$ cat config.mk
export PLATFORM = sky130hd
export DESIGN_NAME = hazard_controller
export DESIGN_NICKNAME = d
export VERILOG_FILES = /design/src/rtl/riscv_pkg.sv /design/src/rtl/hazard_scoreboard.sv /design/src/rtl/hazard_controller.sv
export SDC_FILE = /design/constraint.sdc
export NUM_CORES = 1
export LEC_CHECK = 0
export ABC_AREA = 1
export CORE_ASPECT_RATIO = 1.1
export CORE_MARGIN = 4
export CORE_UTILIZATION = 40
export CTS_CLUSTER_SIZE = 14
export DETAILED_ROUTE_END_ITERATION = 16
export GPL_ROUTABILITY_DRIVEN = 0
export HOLD_SLACK_MARGIN = 0.06
export PLACE_DENSITY_LB_ADDON = 0.3
export SETUP_SLACK_MARGIN = 0.3
export SLEW_MARGIN = 10
export SYNTH_ARGS = -nofsm -noshare
export SYNTH_HDL_FRONTEND = slang
export SYNTH_SLANG_ARGS = --single-unit
$ cat constraint.sdc
create_clock -name clock -period 1.6 [get_ports clock]
set_clock_uncertainty 0.1 [all_clocks]
set_input_delay 0.16 -clock clock [delete_from_list [all_inputs] [get_ports clock]]
set_output_delay 0.16 -clock clock [all_outputs]
set_load 0.005 [all_outputs]
$ cat src/rtl/riscv_pkg.sv
// Shared RV32I decode constants, forwarding codes, hazard FSM states and the
// scoreboard entry type used by the hazard controller (HAZARD_FORWARDING_EN aware).
package riscv_pkg;

    localparam int XLEN    = 32;
    localparam int REGBITS = 5;

    localparam logic [6:0] OP_R    = 7'b0110011;
    localparam logic [6:0] OP_I    = 7'b0010011;
    localparam logic [6:0] OP_S    = 7'b0100011;
    localparam logic [6:0] OP_LW   = 7'b0000011;
    localparam logic [6:0] OP_BR   = 7'b1100011;
    localparam logic [6:0] OP_UJ   = 7'b1101111;
    localparam logic [6:0] OP_JALR = 7'b1100111;

    localparam logic [1:0] FWD_REG = 2'b00;
    localparam logic [1:0] FWD_MEM = 2'b01;
    localparam logic [1:0] FWD_WB  = 2'b10;

    typedef enum logic [1:0] {
        RUN   = 2'd0,
        STALL = 2'd1,
        FLUSH = 2'd2
    } hz_state_t;

    typedef struct packed {
        logic [REGBITS-1:0] rd;
        logic               wen;
        logic               is_load;
        logic               valid;
    } sb_entry_t;

    localparam sb_entry_t SB_EMPTY = '{rd: '0, wen: 1'b0, is_load: 1'b0, valid: 1'b0};

    // wen is only ever set for rd != x0, so x0 can never produce a match.
    function automatic logic sb_match(sb_entry_t e, logic [REGBITS-1:0] rs, logic used);
        return used && e.valid && e.wen && (e.rd == rs);
    endfunction

endpackage

$ cat src/rtl/hazard_scoreboard.sv
// Three-slot shadow of the EX/MEM/WB destination registers; each slot shifts
// from its predecessor under its own enable and can be cleared to a bubble.
module hazard_scoreboard
    import riscv_pkg::*;
(
    input  logic       clock_i,
    input  logic       resetn_i,
    input  sb_entry_t  id_entry_i,
    input  logic [2:0] en_i,
    input  logic [2:0] clr_i,
    output sb_entry_t  slot_o [3]
);

    genvar gi;
    generate
        for (gi = 0; gi < 3; gi++) begin : g_slot
            sb_entry_t src;
            sb_entry_t q;

            if (gi == 0) begin : g_head
                assign src = id_entry_i;
            end else begin : g_tail
                assign src = g_slot[gi-1].q;
            end

            always_ff @(posedge clock_i or negedge resetn_i) begin
                if (!resetn_i) begin
                    q <= SB_EMPTY;
                end else if (clr_i[gi]) begin
                    q <= SB_EMPTY;
                end else if (en_i[gi]) begin
                    q <= src;
                end
            end

            assign slot_o[gi] = q;
        end
    endgenerate

endmodule

$ cat src/rtl/hazard_controller.sv
// Stall/flush/forwarding controller for the 5-stage RV32I pipeline; forwarding
// and load-use-only stalls are enabled by defining HAZARD_FORWARDING_EN.
module hazard_controller
    import riscv_pkg::*;
(
    input  logic            clock,
    input  logic            resetn,
    input  logic [XLEN-1:0] instruction,
    input  logic            PCSelR,
    input  logic            dmem_ready,
    output logic            PCEn,
    output logic            IFIDEn,
    output logic            En1,
    output logic            En2,
    output logic            En3,
    output logic            reset1,
    output logic            reset2,
    output logic            reset3,
    output logic            flush_ifid_n,
    output logic [1:0]      fwdA,
    output logic [1:0]      fwdB
);

    logic [6:0]         opcode;
    logic [REGBITS-1:0] rs1;
    logic [REGBITS-1:0] rs2;
    logic [REGBITS-1:0] rd;
    logic               use_rs1;
    logic               use_rs2;
    logic               rd_valid;
    sb_entry_t          id_entry;
    sb_entry_t          sb [3];
    logic [2:0]         hit;
    logic               stall_req;
    logic               redirect;
    hz_state_t          state_q;
    logic               unused_bits;

    assign opcode = instruction[6:0];
    assign rd     = instruction[11:7];
    assign rs1    = instruction[19:15];
    assign rs2    = instruction[24:20];

    always_comb begin
        use_rs1  = 1'b0;
        use_rs2  = 1'b0;
        rd_valid = 1'b0;
        case (opcode)
            OP_R: begin
                use_rs1  = 1'b1;
                use_rs2  = 1'b1;
                rd_valid = 1'b1;
            end
            OP_I, OP_LW, OP_JALR: begin
                use_rs1  = 1'b1;
                rd_valid = 1'b1;
            end
            OP_S, OP_BR: begin
                use_rs1 = 1'b1;
                use_rs2 = 1'b1;
            end
            OP_UJ:   rd_valid = 1'b1;
            default: ;
        endcase
    end

    assign id_entry = '{rd: rd, wen: rd_valid && (rd != '0), is_load: (opcode == OP_LW), valid: 1'b1};

    hazard_scoreboard u_scoreboard (
        .clock_i    (clock),
        .resetn_i   (resetn),
        .id_entry_i (id_entry),
        .en_i       ({En3, En2, En1}),
        .clr_i      ({~reset3, ~reset2, ~reset1}),
        .slot_o     (sb)
    );

    genvar gi;
    generate
        for (gi = 0; gi < 3; gi++) begin : g_hit
            assign hit[gi] = sb_match(sb[gi], rs1, use_rs1) || sb_match(sb[gi], rs2, use_rs2);
        end
    endgenerate

`ifdef HAZARD_FORWARDING_EN
    assign stall_req = hit[0] && sb[0].is_load;
`else
    assign stall_req = |hit;
`endif

    // The slot after a redirect is already a bubble, so a repeated PCSelR is stale.
    assign redirect = PCSelR && (state_q != FLUSH);

    always_comb begin
        PCEn         = 1'b1;
        IFIDEn       = 1'b1;
        En1          = 1'b1;
        En2          = 1'b1;
        En3          = 1'b1;
        reset1       = 1'b1;
        flush_ifid_n = 1'b1;
        if (resetn) begin
            if (!dmem_ready) begin
                PCEn   = 1'b0;
                IFIDEn = 1'b0;
                En1    = 1'b0;
                En2    = 1'b0;
                En3    = 1'b0;
            end else if (redirect) begin
                flush_ifid_n = 1'b0;
                reset1       = 1'b0;
            end else if (stall_req) begin
                PCEn   = 1'b0;
                IFIDEn = 1'b0;
                reset1 = 1'b0;
            end
        end
    end

    assign reset2 = 1'b1;
    assign reset3 = 1'b1;

    always_ff @(posedge clock or negedge resetn) begin
        if (!resetn) begin
            state_q <= RUN;
        end else if (dmem_ready) begin
            if (redirect) begin
                state_q <= FLUSH;
            end else if (stall_req) begin
                state_q <= STALL;
            end else begin
                state_q <= RUN;
            end
        end
    end

`ifdef HAZARD_FORWARDING_EN
    // Sources of the instruction now in EX; forwarding is resolved against the slots ahead of it.
    logic [REGBITS-1:0] ex_rs1_q;
    logic [REGBITS-1:0] ex_rs2_q;
    logic               ex_use1_q;
    logic               ex_use2_q;

    always_ff @(posedge clock or negedge resetn) begin
        if (!resetn) begin
            ex_rs1_q  <= '0;
            ex_rs2_q  <= '0;
            ex_use1_q <= 1'b0;
            ex_use2_q <= 1'b0;
        end else if (En1) begin
            ex_rs1_q  <= reset1 ? rs1 : '0;
            ex_rs2_q  <= reset1 ? rs2 : '0;
            ex_use1_q <= reset1 && use_rs1;
            ex_use2_q <= reset1 && use_rs2;
        end
    end

    always_comb begin
        fwdA = FWD_REG;
        fwdB = FWD_REG;
        if (sb_match(sb[1], ex_rs1_q, ex_use1_q)) begin
            fwdA = FWD_MEM;
        end else if (sb_match(sb[2], ex_rs1_q, ex_use1_q)) begin
            fwdA = FWD_WB;
        end
        if (sb_match(sb[1], ex_rs2_q, ex_use2_q)) begin
            fwdB = FWD_MEM;
        end else if (sb_match(sb[2], ex_rs2_q, ex_use2_q)) begin
            fwdB = FWD_WB;
        end
    end

    assign unused_bits = ^{instruction[31:25], instruction[14:12], hit[2:1],
                           sb[1].is_load, sb[2].is_load};
`else
    assign fwdA = FWD_REG;
    assign fwdB = FWD_REG;

    assign unused_bits = ^{instruction[31:25], instruction[14:12],
                           sb[0].is_load, sb[1].is_load, sb[2].is_load};
`endif

endmodule

# == Word level (Yosys, flattened, before mapping) ==
# Cells that the tools add are included.
# word_totals
regBits,23
wordCells,72
inputBits,36
# op_classes
n_eq_ne,15
muxes,19
reduce_logical,28
# ops
operator,count
$eq A5 B5 Y1,6
$eq A7 B7 Y1 const B,3
$logic_and A1 B1 Y1,20
$mux W1,16
$mux W8,2
$eq A7 B6 Y1 const B,2
$eq A7 B2 Y1 const B,1
$eq A7 B5 Y1 const B,1
$reduce_or A3 Y1,2
$reduce_or A6 Y1,1
$reduce_bool A5 Y1,1
$reduce_or A5 Y1,1
$ne A2 B2 Y1 const B,2
$logic_or A1 B1 Y1,3
$mux W2,1

# == Depth between registers and ports, before layout ==
# logic_depth
depth_word,13
depth_mapped,12
mapped_depth_nobuf,12

# == Modules after synthesis ==
# From an unflattened synthesis, not the netlist that was laid out.
# unflattened
cells_unflattened,273
area_unflattened_um2,1909.3
# by_module_without_submodules
module,n_inst,seq_area_each_um2,cells_each,area_per_inst_um2
hazard_scoreboard,1,600.6,105,1006.0
hazard_controller,1,50.0,168,903.4

# == Worst setup path before layout ==
# Ideal clock, no wire load.
# synth_path
path_kind,register -> output
from,"reg u_scoreboard.g_slot[0].q, in the netlist u_scoreboard.slot_o[22]"
to,out PCEn
t_required_ns,1.340
path_stages_with_launch,12
arrival_time_ns,1.214
slack_ns,0.126
cell_sequence,dfrtp_1 > nand2_1 > nand2_1 > nor2_1 > nand3_1 > nand3_1 > nand2_1 > nand2_2 > inv_2 > nand2_2 > nand3_1 > buf_4
# synth_via
elab_chain_len,8
word_cells_on_any_way,10
classes_between,eq/ne (2); mux (4); reduce/logical (4)
# synth_rtl
element,line,text
from (decl),hazard_scoreboard.sv:18,sb_entry_t q;
from (signal assigned),hazard_scoreboard.sv:32,q <= src;
$eq A5 B5 Y1,riscv_pkg.sv:37,return used && e.valid && e.wen && (e.rd == rs);
$logic_and A1 B1 Y1,riscv_pkg.sv:37,
$logic_or A1 B1 Y1 *,hazard_controller.sv:81,"assign hit[gi] = sb_match(sb[gi], rs1, use_rs1) || sb_match(sb[gi], rs2, use_rs2);"
$reduce_or A3 Y1 *,hazard_controller.sv:88,assign stall_req = |hit;
$mux W1 * (4 in a row),-,
to (decl),hazard_controller.sv:11,"output logic PCEn,"
# Mark *: on every way between the ends. The rest lies on a longest branch, timed or not.

# == Worst setup path after layout ==
# layout_path
from,"reg u_scoreboard.g_slot[0].q, in the netlist u_scoreboard.slot_o[20]"
to,out PCEn
# layout_via
elab_chain_len,8
word_cells_on_any_way,10
classes_between,eq/ne (2); mux (4); reduce/logical (4)
# layout_rtl
element,line,text
$eq A5 B5 Y1,riscv_pkg.sv:37,
$logic_and A1 B1 Y1,riscv_pkg.sv:37,
$logic_or A1 B1 Y1 *,hazard_controller.sv:81,
$reduce_or A3 Y1 *,hazard_controller.sv:88,
$mux W1 *,hazard_controller.sv:112,end else if (stall_req) begin
$mux W1 *,hazard_controller.sv:109,end else if (redirect) begin
$mux W1 *,hazard_controller.sv:103,if (!dmem_ready) begin
$mux W1 *,hazard_controller.sv:102,if (resetn) begin
# Marks and branches as above.

==> flow_metrics.env <==
export IMPL_power_uw=1690
export IMPL_num_nets_final=397
export IMPL_die_w_um=68.5
export IMPL_cap_violations=0
export IMPL_clk_latency_ns=0.27
export IMPL_synthArstFlopShare=1.00
export IMPL_yosys_warnings=0
export IMPL_path_clk_slew_ns=0.09
export IMPL_synth_top_cell_area_share=0.357
export IMPL_first_pass_iters=4
export IMPL_synth_most_common_cell="nand2_1"
export IMPL_antenna_found_initial=0
export IMPL_finalCriticalPeriod_ns=1.93
export IMPL_crit_type="flop to primary output"
export IMPL_io_pins=49
export IMPL_worstRegToRegCells=13
export IMPL_startpoint_type="flop"
export IMPL_drc=0
export IMPL_arrival_ns=1.67
export IMPL_cpPeakStageDelay_ns=0.43
export IMPL_synth_seq_cells=23
export IMPL_outcome="finished with violations"
export IMPL_ff_latch_area_um2=577
export IMPL_wl_per_cell_um=11.6
export IMPL_port_buffers=32
export IMPL_placed_cells=378
export IMPL_final_hold_violation_count=0
export IMPL_max_freq_mhz=518
export IMPL_crit_top_cell="nand2_2"
export IMPL_slew_viol_final=0
export IMPL_syn_area_mm2=0.00161
export IMPL_start_util=0.427
export IMPL_drive_above_1_share=0.322
export IMPL_yosys_top_cells_area="dfrtp_1 (36%), nand2_1 (28%), nor2_1 (7.2%)"
export IMPL_setup_viol_count_final=11
export IMPL_rr_startpoint="u_scoreboard.slot_o[15]$_DFFE_PN0P_"
export IMPL_cpMaxStageDelayCell="dfrtp_1"
export IMPL_clockBufferDepth=2
export IMPL_finalCritPeriodShare=1.21
export IMPL_area_growth_pct=58.3
export IMPL_grt_start_max_net_pins=22
export IMPL_crit_required_ns=1.34
export IMPL_synthFlopType="dfrtp_1"
export IMPL_violations="setup timing"
export IMPL_cts_buffers=3
export IMPL_dp_hpwl_mm=3.28
export IMPL_vias_per_cell=4.58
export IMPL_p_per_area_mw_per_mm2=663
export IMPL_synthDistinctLibCells=21
export IMPL_n_fill_cell=320
export IMPL_die_y_um=74.5
export IMPL_cts_tree="done"
export IMPL_multi_input_area_um2=910
export IMPL_ir_worst_vdd_v=0.000395
export IMPL_endpoint_kind="primary output"
export IMPL_core_region_area_mm2=0.00377
export IMPL_synth_commonest_cells="nand2_1 (120), nor2_1 (31), inv_1 (26)"
export IMPL_rr_endpoint="state_q[0]$_DFFE_PN0P_"
export IMPL_crit_fanout=4
export IMPL_path_cells="nand2_1, nand2_1, nor2_1, nand3_1, nand3_2, nand2_2, nand2_2, inv_2, nand2_2, nand3_2, buf_2"
export IMPL_finalWorstSetupSlack_ns=-0.332
export IMPL_synth_top_cell_by_area="dfrtp_1"
export IMPL_postSynthAreaPerCell_um2=6.01
export IMPL_final_cells=410
export IMPL_cts_sinks=23
export IMPL_synth_edf_count=0
export IMPL_antenna_cells=0
export IMPL_grt_overflow_total=0
export IMPL_num_vias=1879
export IMPL_p_leak_uw=0.00144
export IMPL_drt_iter0_drc=147
export IMPL_synth_cells=268
export IMPL_rows=23
export IMPL_cts_root_buf="clkbuf_8"
export IMPL_grt_usage=0.189
export IMPL_dieArea_mm2=0.00511
export IMPL_routed_wl_mm=4.77
export IMPL_synth_seq_area_share=0.357
export IMPL_ant_nets=0
export IMPL_grt_pass1_vias=1639
export IMPL_grt_pass1_wl_mm=7.21
export IMPL_rsz0062_at_grt="true"
export IMPL_cts_htree_levels=1
export IMPL_r2r_setup_slack_ns=-0.12
export IMPL_min_path_type="primary input to asynchronous set/reset pin"
-- cells by family after synthesis --
logic type      after synthesis  synth area share
xor+xnor                      1           0.00544
simple gates                175             0.437
buf+inv                      47             0.132
compound gates               20            0.0637
flops                        23             0.357
other cells                   2           0.00466
-- worst max path at each step --
stage             end  depth (start not counted)                           startpoint  slack [ns]
6_report         PCEn                         11  u_scoreboard.slot_o[20]$_DFFE_PN0P_       -0.33
3_3_place_gp   reset1                         13                      instruction[18]       -0.66
2_1_floorplan    PCEn                         12  u_scoreboard.slot_o[22]$_DFFE_PN0P_        0.16
3_5_place_dp   reset1                         12                      instruction[24]       -0.67
4_1_cts          PCEn                         10  u_scoreboard.slot_o[12]$_DFFE_PN0P_       -0.29
5_1_grt          PCEn                         12  u_scoreboard.slot_o[19]$_DFFE_PN0P_       -0.45
-- report_power, final --
part / internal, uW / total (uW) / switching, uW / leakage [uW]
logic: 330 / 611 / 280 / 0.00114
clock network: 175 / 382 / 207 / 0.0000255
registers: 638 / 698 / 59.1 / 0.000281
total: 1140 / 1690 / 547 / 0.00144
-- metrics by stage --
step | hold WS (ns) | TNS, ns | area, um2 | setup WS [ns] | utilization
global placement | 0.410 | -5.25 | 2200 | -0.657 | 0.584
detailed placement | 0.416 | -5.22 | 2200 | -0.673 | 0.584
global route | 0.164 | -2.92 | 2550 | -0.449 | 0.676
CTS | 0.277 | -1.22 | 2430 | -0.290 | 0.644
floorplan | -0.236 | 0 | 1630 | 0.157 | -
finish | 0.178 | -1.65 | 2550 | -0.332 | 0.676
-- final cells by class --
cell class | instances | area share
multi-input cells | 202 | 0.357
repair buffers | 96 | 0.323
flip-flops and latches | 23 | 0.226
inverters | 35 | 0.0515
well taps | 50 | 0.0245
clock buffers | 3 | 0.0162
clock inverters | 1 | 0.00196
-- critical path: cells and delay by family, from the launching register on --
| family | cells | cell delay, ns |
|---|---|---|
| buffers and inverters | 2 | 0.18 |
| DFF | 1 | 0.43 |
| and+or+nand+nor | 9 | 0.79 |
-- registers in the layout (all words and copies together), names as in the netlist --
name / cells
u_scoreboard.slot_o: 21
state_q: 2
-- layout by cell type, fill, tap and decap left out, drive strengths merged, types with 2 or more instances in the layout --
cell	n
o21ai	17
nor2	32
inv	34
nand3	11
clkinv	2
clkbuf	3
dfrtp	23
nand4	6
nand2	124
a21oi	2
clkdlybuf4s50	16
buf	67
dlygate4sd2	10
conb	6
-- per-layer routing --
layer / up-vias / GRT usage / wire length, um
li1: 987 / - / -
met1: 837 / 0.248 / 2080
met2: 46 / 0.304 / 2370
met3: 9 / 0.0393 / 241
met4: 0 / 0.0728 / 75
met5: - / 0 / 0
-- timing repair --
item,4_1_cts,5_1_grt
resized for setup,57,23
endpoints found under the hold margin,23,0
endpoints found under the setup margin,19,14
hold buffers,1,0
buffers inserted,20,7
pin swaps,15,18
(Power assumes the default switching activity.)
